<file path="config.mk">
export PLATFORM = sky130hd
export DESIGN_NAME = ice_bus_slave_port
export DESIGN_NICKNAME = d
export VERILOG_FILES = /design/src/rtl/ice_bus_slave_port.sv
export SDC_FILE = /design/constraint.sdc
export NUM_CORES = 1
export LEC_CHECK = 0
export BUFFER_PORTS_ARGS = -buffer_cell sky130_fd_sc_hd__buf_4
export CORE_UTILIZATION = 29
export CTS_BUF_LIST = sky130_fd_sc_hd__clkbuf_4 sky130_fd_sc_hd__clkbuf_8 sky130_fd_sc_hd__clkbuf_16
export CTS_CLUSTER_DIAMETER = 50
export DETAILED_ROUTE_END_ITERATION = 8
export GPL_TIMING_DRIVEN = 0
export PLACE_DENSITY_LB_ADDON = 0.25
export SETUP_SLACK_MARGIN = 0.3
export SYNTH_ARGS = -nofsm -noshare
export SYNTH_HDL_FRONTEND = slang
export SYNTH_SLANG_ARGS = --single-unit
</file>
<file path="constraint.sdc">
create_clock -name clk -period 3.65 [get_ports clk]
set_input_delay 0.73 -clock clk [delete_from_list [all_inputs] [get_ports clk]]
set_output_delay 0.73 -clock clk [all_outputs]
set_load 0.01 [all_outputs]
</file>
<file path="src/rtl/ice_bus_slave_port.sv">
// ice_bus_slave_port: slave endpoint on the ICE bus.
// RX path: bytes addressed to ADDR are queued with a first-of-frame tag for
// the local side; a frame that hits a full queue raises sl_overflow and the
// rest of that frame is dropped.
// TX path: the local side writes response bytes and commits them as packets;
// committed bytes are offered to the controller through an arbitration
// request/grant handshake and popped on each sl_data_latch.
module ice_bus_slave_port #(
   parameter logic [7:0] ADDR  = 8'h01,
   parameter int         RX_AW = 4,
   parameter int         TX_AW = 4
) (
   input  logic       clk,
   input  logic       rst_n,
   input  logic [7:0] ma_addr,
   input  logic [7:0] ma_data,
   input  logic       ma_data_valid,
   input  logic       ma_frame_valid,
   output logic       sl_overflow,
   output logic [7:0] sl_data,
   output logic       sl_arb_request,
   input  logic       sl_arb_grant,
   input  logic       sl_data_latch,
   output logic [7:0] rx_data,
   output logic       rx_first,
   output logic       rx_valid,
   input  logic       rx_ready,
   input  logic [7:0] tx_data,
   input  logic       tx_valid,
   input  logic       tx_commit,
   output logic       tx_ready
);

   localparam int             RX_D    = 1 << RX_AW;
   localparam int             TX_D    = 1 << TX_AW;
   localparam logic [RX_AW:0] RX_FULL = (RX_AW+1)'(RX_D);
   localparam logic [TX_AW:0] TX_FULL = (TX_AW+1)'(TX_D);
   localparam logic [TX_AW:0] TX_ONE  = (TX_AW+1)'(1);

   typedef enum logic [1:0] {
      TX_IDLE = 2'd0,
      TX_REQ  = 2'd1,
      TX_SEND = 2'd2
   } tx_state_t;

   // ---------------------------------------------------------------- RX side
   logic [8:0]       r_rx_mem [RX_D];
   logic [RX_AW-1:0] r_rx_wp;
   logic [RX_AW-1:0] r_rx_rp;
   logic [RX_AW:0]   r_rx_cnt;
   logic             r_in_frame;   // an accepted beat has been seen in this frame
   logic             r_ovf;

   logic             w_acc;
   logic             w_rx_full;
   logic             w_rx_empty;
   logic             w_rx_push;
   logic             w_rx_pop;
   logic [8:0]       w_rx_head;

   assign w_acc      = ma_frame_valid & ma_data_valid & (ma_addr == ADDR);
   assign w_rx_full  = (r_rx_cnt == RX_FULL);
   assign w_rx_empty = (r_rx_cnt == '0);
   // Full is judged on the registered count, so a same-cycle pop never makes
   // room for a push; once overflowed, the rest of the frame is discarded.
   assign w_rx_push  = w_acc & ~w_rx_full & ~r_ovf;
   assign w_rx_pop   = ~w_rx_empty & rx_ready;
   assign w_rx_head  = r_rx_mem[r_rx_rp];

   // RX storage: entry is {first, byte}; contents are qualified by the count
   always_ff @(posedge clk) begin
      if (w_rx_push) begin
         r_rx_mem[r_rx_wp] <= {~r_in_frame, ma_data};
      end
   end

   // RX pointers, occupancy, first-of-frame tracking and overflow flag
   always_ff @(posedge clk or negedge rst_n) begin
      if (!rst_n) begin
         r_rx_wp    <= '0;
         r_rx_rp    <= '0;
         r_rx_cnt   <= '0;
         r_in_frame <= 1'b0;
         r_ovf      <= 1'b0;
      end else begin
         if (w_rx_push) begin
            r_rx_wp <= r_rx_wp + RX_AW'(1);
         end
         if (w_rx_pop) begin
            r_rx_rp <= r_rx_rp + RX_AW'(1);
         end
         case ({w_rx_push, w_rx_pop})
            2'b10:   r_rx_cnt <= r_rx_cnt + (RX_AW+1)'(1);
            2'b01:   r_rx_cnt <= r_rx_cnt - (RX_AW+1)'(1);
            default: r_rx_cnt <= r_rx_cnt;
         endcase
         if (!ma_frame_valid) begin
            r_in_frame <= 1'b0;
            r_ovf      <= 1'b0;
         end else if (w_acc) begin
            r_in_frame <= 1'b1;
            if (w_rx_full) begin
               r_ovf <= 1'b1;
            end
         end
      end
   end

   assign sl_overflow = r_ovf;
   assign rx_valid    = ~w_rx_empty;
   assign rx_data     = w_rx_empty ? 8'h00 : w_rx_head[7:0];
   assign rx_first    = w_rx_empty ? 1'b0  : w_rx_head[8];

   // ---------------------------------------------------------------- TX side
   logic [7:0]       r_tx_mem [TX_D];
   logic [TX_AW-1:0] r_tx_wp;
   logic [TX_AW-1:0] r_tx_rp;
   logic [TX_AW:0]   r_tx_cnt;
   logic [TX_AW:0]   r_c;          // committed bytes not yet latched by the bus
   logic [TX_AW:0]   r_unc;        // written bytes awaiting a commit
   logic             r_req;
   tx_state_t        r_state;
   tx_state_t        w_nstate;

   logic             w_tx_full;
   logic             w_tx_wr;
   logic             w_tx_pop;
   logic             w_send;
   logic [TX_AW:0]   w_c_nxt;
   logic [TX_AW:0]   w_unc_nxt;

   assign w_tx_full = (r_tx_cnt == TX_FULL);
   assign w_tx_wr   = tx_valid & ~w_tx_full;
   assign w_send    = (r_state == TX_SEND);
   assign w_tx_pop  = w_send & sl_data_latch & (r_c != '0);

   // Commit folds in every uncommitted byte, including one written this cycle
   always_comb begin
      w_c_nxt   = r_c - (TX_AW+1)'(w_tx_pop);
      w_unc_nxt = r_unc + (TX_AW+1)'(w_tx_wr);
      if (tx_commit) begin
         w_c_nxt   = w_c_nxt + w_unc_nxt;
         w_unc_nxt = '0;
      end
   end

   // TX storage: write-only port on the local side
   always_ff @(posedge clk) begin
      if (w_tx_wr) begin
         r_tx_mem[r_tx_wp] <= tx_data;
      end
   end

   // TX pointers, occupancy and committed/uncommitted byte counts
   always_ff @(posedge clk or negedge rst_n) begin
      if (!rst_n) begin
         r_tx_wp  <= '0;
         r_tx_rp  <= '0;
         r_tx_cnt <= '0;
         r_c      <= '0;
         r_unc    <= '0;
      end else begin
         if (w_tx_wr) begin
            r_tx_wp <= r_tx_wp + TX_AW'(1);
         end
         if (w_tx_pop) begin
            r_tx_rp <= r_tx_rp + TX_AW'(1);
         end
         case ({w_tx_wr, w_tx_pop})
            2'b10:   r_tx_cnt <= r_tx_cnt + (TX_AW+1)'(1);
            2'b01:   r_tx_cnt <= r_tx_cnt - (TX_AW+1)'(1);
            default: r_tx_cnt <= r_tx_cnt;
         endcase
         r_c   <= w_c_nxt;
         r_unc <= w_unc_nxt;
      end
   end

   // TX state register; request is registered from the next state
   always_ff @(posedge clk or negedge rst_n) begin
      if (!rst_n) begin
         r_state <= TX_IDLE;
         r_req   <= 1'b0;
      end else begin
         r_state <= w_nstate;
         r_req   <= (w_nstate != TX_IDLE);
      end
   end

   // TX next state: request once anything is committed, send while granted
   always_comb begin
      w_nstate = r_state;
      case (r_state)
         TX_IDLE: begin
            if (w_c_nxt != '0) begin
               w_nstate = TX_REQ;
            end
         end
         TX_REQ: begin
            if (sl_arb_grant) begin
               w_nstate = TX_SEND;
            end
         end
         TX_SEND: begin
            if (w_tx_pop && (r_c == TX_ONE)) begin
               w_nstate = TX_IDLE;
            end else if (!sl_arb_grant) begin
               w_nstate = TX_REQ;
            end
         end
         default: w_nstate = TX_IDLE;
      endcase
   end

   assign sl_arb_request = r_req;
   assign sl_data        = w_send ? r_tx_mem[r_tx_rp] : 8'h00;
   assign tx_ready       = ~w_tx_full;

endmodule

</file>
==> results.txt <==
The wire length of the first global-routing pass came out at 40,600 um. The number of antenna violations at the first check in global routing is 0. The buffer depth of the longest clock path came out at 3. The signal on the critical path passes through buf_12 > buf_12 > mux4_2 > mux4_2 > nor2b_1 > buf_4.

In the global route stage, met3 resource usage came out at ~2.4%. Once detailed placement completed, the half-perimeter wirelength came to 17,500 um. The mapped cell area is approximately 0.013 mm2. The post-route DRC violation count came out at 0. VDD sags by at most 0.000528 V. In the global route stage, met1 resource usage came out at between 15 and 20%.

The slowest cell on the critical path is mux4_2. The number of placed instances, taps included, is roughly 1,300. The fill cell instance count of the final layout is between 4,000 and 5,000. The transition time at the pin with the least slew margin came out at just over 1 ns. After global routing, the most crowded layer is met2. The number of slew-limit violations in the final report was 0. For flop-to-flop paths, the worst setup slack is 0.45 ns. The sequential fraction of the synthesis area came out at a little under three quarters.

The root cell of the clock tree is clkbuf_16. The top achievable clock speed came out at ~300 MHz. The synthesized area divided by synthesized cell count is just under 20 um2. The repair_antennas step left the layout with diodes totalling 0.

The clock network latency to the later pin of the worst-skew pair is ~0.53 ns. The required time reported for the critical path endpoint came out at just under 3 ns. The placeable core area is 0.0441 mm2. The share of Yosys cell area claimed by the top area cell type is approximately 63%. Entering global routing, the biggest net connects 42 pins. The post-detailed-route wirelength per cell is approximately 19 um. The die extent in x came out at 213 um. The via count is between 6,000 and 7,000. In this run the tightest slew margin relative to its limit is 31.8%. The launch point of the worst reg-to-reg path is r_tx_cnt[3]. For this run, asynchronously set or reset flops after synthesis account for 13.1%. The number of vias per cell is approximately 4.5.

The number of endpoints failing setup at the final stage came out at 0. The kind of critical path is register to primary output. After the flow finishes, the layout carries non-filler instances totaling around 1,400. On the final layout, the worst clock skew is between 0.02 and 0.025 ns.

For this configuration, the core starts out at a cell density of between 20 and 30%. The via count of the first global-routing pass came to about 6,500. The instance count of the mapped netlist is 671. The final hold violation count was 0.

Hold is met by 0.222 ns. Pin placement for this block handled 54 I/O pins. The number of enable flip-flop cells after synthesis came out at roughly 270. The synthesized netlist contains between 40 and 50 unique library cells. TritonCTS built the clock tree.

In this run the core area contains 77 standard-cell rows. The clock transition time at the flip-flop clock pins of the worst setup and hold paths is 0.05 ns. The number of nets in the synthesized netlist is 733. The sum of routed wire length over all layers is 26,900 um. In the synthesized netlist the dominant register cell turns out to be edfxtp_1. From bottom edge to top edge, the die measures 213 um. The CTS sink count came out at 313. Setup repair after global routing could not meet its margin everywhere. The worst endpoint data arrival time came out at 2.59 ns. STA classifies the critical path startpoint as a register. Of all nets on the critical path, the largest fanout is 7. The layout net count is around 850. The final core area utilization came out at 35.9%. The total overflow reported by the global router came out at 0.

The worst register-to-register path ends at sl_arb_request. The remaining antenna violation count after routing came out at 0. The number of cells on the worst reg-to-reg path came out at 14. For this design the ratio of total power to cell area is about 760 mW/mm2.

For this run, the number of Yosys warnings is 0. The largest single stage delay on the critical path is 0.53 ns. The final total power is 12.0 mW. The leakage dissipation came out at approximately 5.4 nW.

Counting flops and latches in the post-synthesis netlist gives 313. After synthesis, the cell types taking the most area are edfxtp_1 (63%), mux4_2 (15%), dfrtp_1 (7.9%). The area growth from synthesis to layout is 22.5%. The min-delay analysis places its worst path in the category primary input to async pin. The total global routing track utilization came out at around 12%. The ratio of final minimum period to clock period is between 90% and 100%. The flow ran to the end, and the final reports show no timing, DRC or antenna violations. The cell family with the largest share of critical-path delay is multiplexers. The kind of capture point of the worst setup path is a primary output. The global routing met2 resource utilization is about a fifth.

Across the run, the number of max-cap violations was 0. The weighted congestion at the end of routability-driven global placement came out at roughly 0.72. The die footprint came out at ~0.046 mm2. The number of port buffers is between 50 and 60. The worst path meets setup with 0.335 ns of slack. The area used by sequential logic in the layout came out at 0.00919 mm2.

The detailed-router iteration count before antenna repair is 4. The number of violations reported at the end of detailed-routing iteration 0 is approximately 380. In the final layout, the share of cells above drive strength 1 is approximately 33%.

The sum of buffers and inverters on the critical path came out at 3. The area of the multi-input gates came out at roughly 0.0036 mm2. Before CTS, the worst setup slack after placement is -0.0997 ns. Subtracting the final worst setup slack from the clock period gives 3.32 ns. Clock tree synthesis inserted a total of 39 buffers. In this run the number of H-tree levels came out at 2. The biggest area contributor in the post-synthesis netlist is edfxtp_1.
## worst reg2reg max path: stages, from the launching register on
cell,delay [ns]
dfrtp_1,0.41
nor2_1,0.13
nand4_1,0.12
and2_1,0.18
buf_4,0.17
ha_1,0.21
ha_1,0.30
inv_1,0.07
fa_1,0.43
xnor2_1,0.14
nand2_1,0.06
o21ai_0,0.11
or3_1,0.35
a211oi_2,0.27
a22oi_1,0.11
## metal layers
layer	routed length [um]	vias up
met5	0	-
met4	617	0
met3	1250	47
met2	13100	130
met1	12000	3251
li1	-	2886
## cell usage after synthesis, drive strengths merged (6+ instances only)
library cell	number
nand2	22
xnor2	20
o21ai	8
ha	26
nor2	32
xor2	11
a21oi	7
a21o	6
nor2b	22
mux4	85
nand2b	7
dfrtp	41
nor3	9
edfxtp	272
buf	19
inv	26
clkbuf	14
## how the worst max path moves through the flow
stage / startpoint / to / cells after the start
2_1_floorplan: r_state[0] / sl_arb_request / 14
3_3_place_gp: ma_addr[3] / r_rx_mem[0][7] / 7
3_5_place_dp: r_state[0] / sl_arb_request / 14
4_1_cts: r_rx_rp[0] / rx_data[2] / 6
5_1_grt: r_state[0] / sl_arb_request / 14
6_report: r_rx_rp[0] / rx_first / 6
## layout by cell type, fill, tap and decap left out, types with 8 or more instances in the layout
cell type / Yosys / layout
buf_12: 0 / 8
buf_4: 1 / 67
clkbuf_16: 0 / 45
clkbuf_4: 0 / 8
dfrtp_1: 41 / 41
edfxtp_1: 272 / 272
ha_1: 26 / 26
inv_1: 26 / 26
mux4_2: 85 / 85
nand2_1: 21 / 21
nor2_1: 32 / 32
nor2b_1: 22 / 16
o21ai_0: 8 / 8
xnor2_1: 17 / 17
xor2_1: 11 / 11
## registers in the layout, summed over array words and instances, names as in the netlist, 2 cells and up
signal,flops
r_c,5
r_rx_cnt,5
r_rx_mem,144
r_rx_rp,4
r_rx_wp,4
r_state,2
r_tx_cnt,5
r_tx_mem,128
r_tx_rp,4
r_tx_wp,4
r_unc,5
## report_power, final
group | switching, mW | internal [mW] | total, mW
clock network | 1.49 | 2.25 | 3.74
registers | 0.173 | 4.21 | 4.39
logic | 1.77 | 2.15 | 3.92
total | 3.43 | 8.61 | 12.0
## cells by family after synthesis
kind of cell             after synthesis  synth area share [%]
flip-flops                           313                  71.0
buffers and inverters                 59                  2.13
AO/OA/AOI/OAI                         33                  1.79
multiplexers                          90                  15.2
adder cells (fa/ha/maj)               29                  2.98
XOR/XNOR                              31                  2.27
AND/OR/NAND/NOR                      116                  4.65
## timing repair
action,in CTS,in global routing
setup endpoints to repair,21,18
buffers inserted,7,8
cloned,1,5
pin swaps,3,3
hold buffers,0,0
gates resized for setup,36,25
## stage by stage
stage	instance area (um2)	setup TNS, ns
final	15900	0
after detailed placement	14100	-0.145
after CTS	15600	0
after floorplan	12900	0
after global routing	15900	0
after global placement	14100	-6.99
## cell type report
| class | count | share of cell area [%] |
|---|---|---|
| buffer | 33 | 1.89 |
| clock buffer | 49 | 6.78 |
| clock inverter | 21 | 1.20 |
| inverter | 26 | 0.615 |
| multi-input combinational | 299 | 22.6 |
| sequential | 313 | 58.0 |
| tap | 592 | 4.67 |
| timing repair buffer | 74 | 4.31 |
No activity file was read; power rests on OpenSTA's default activity.
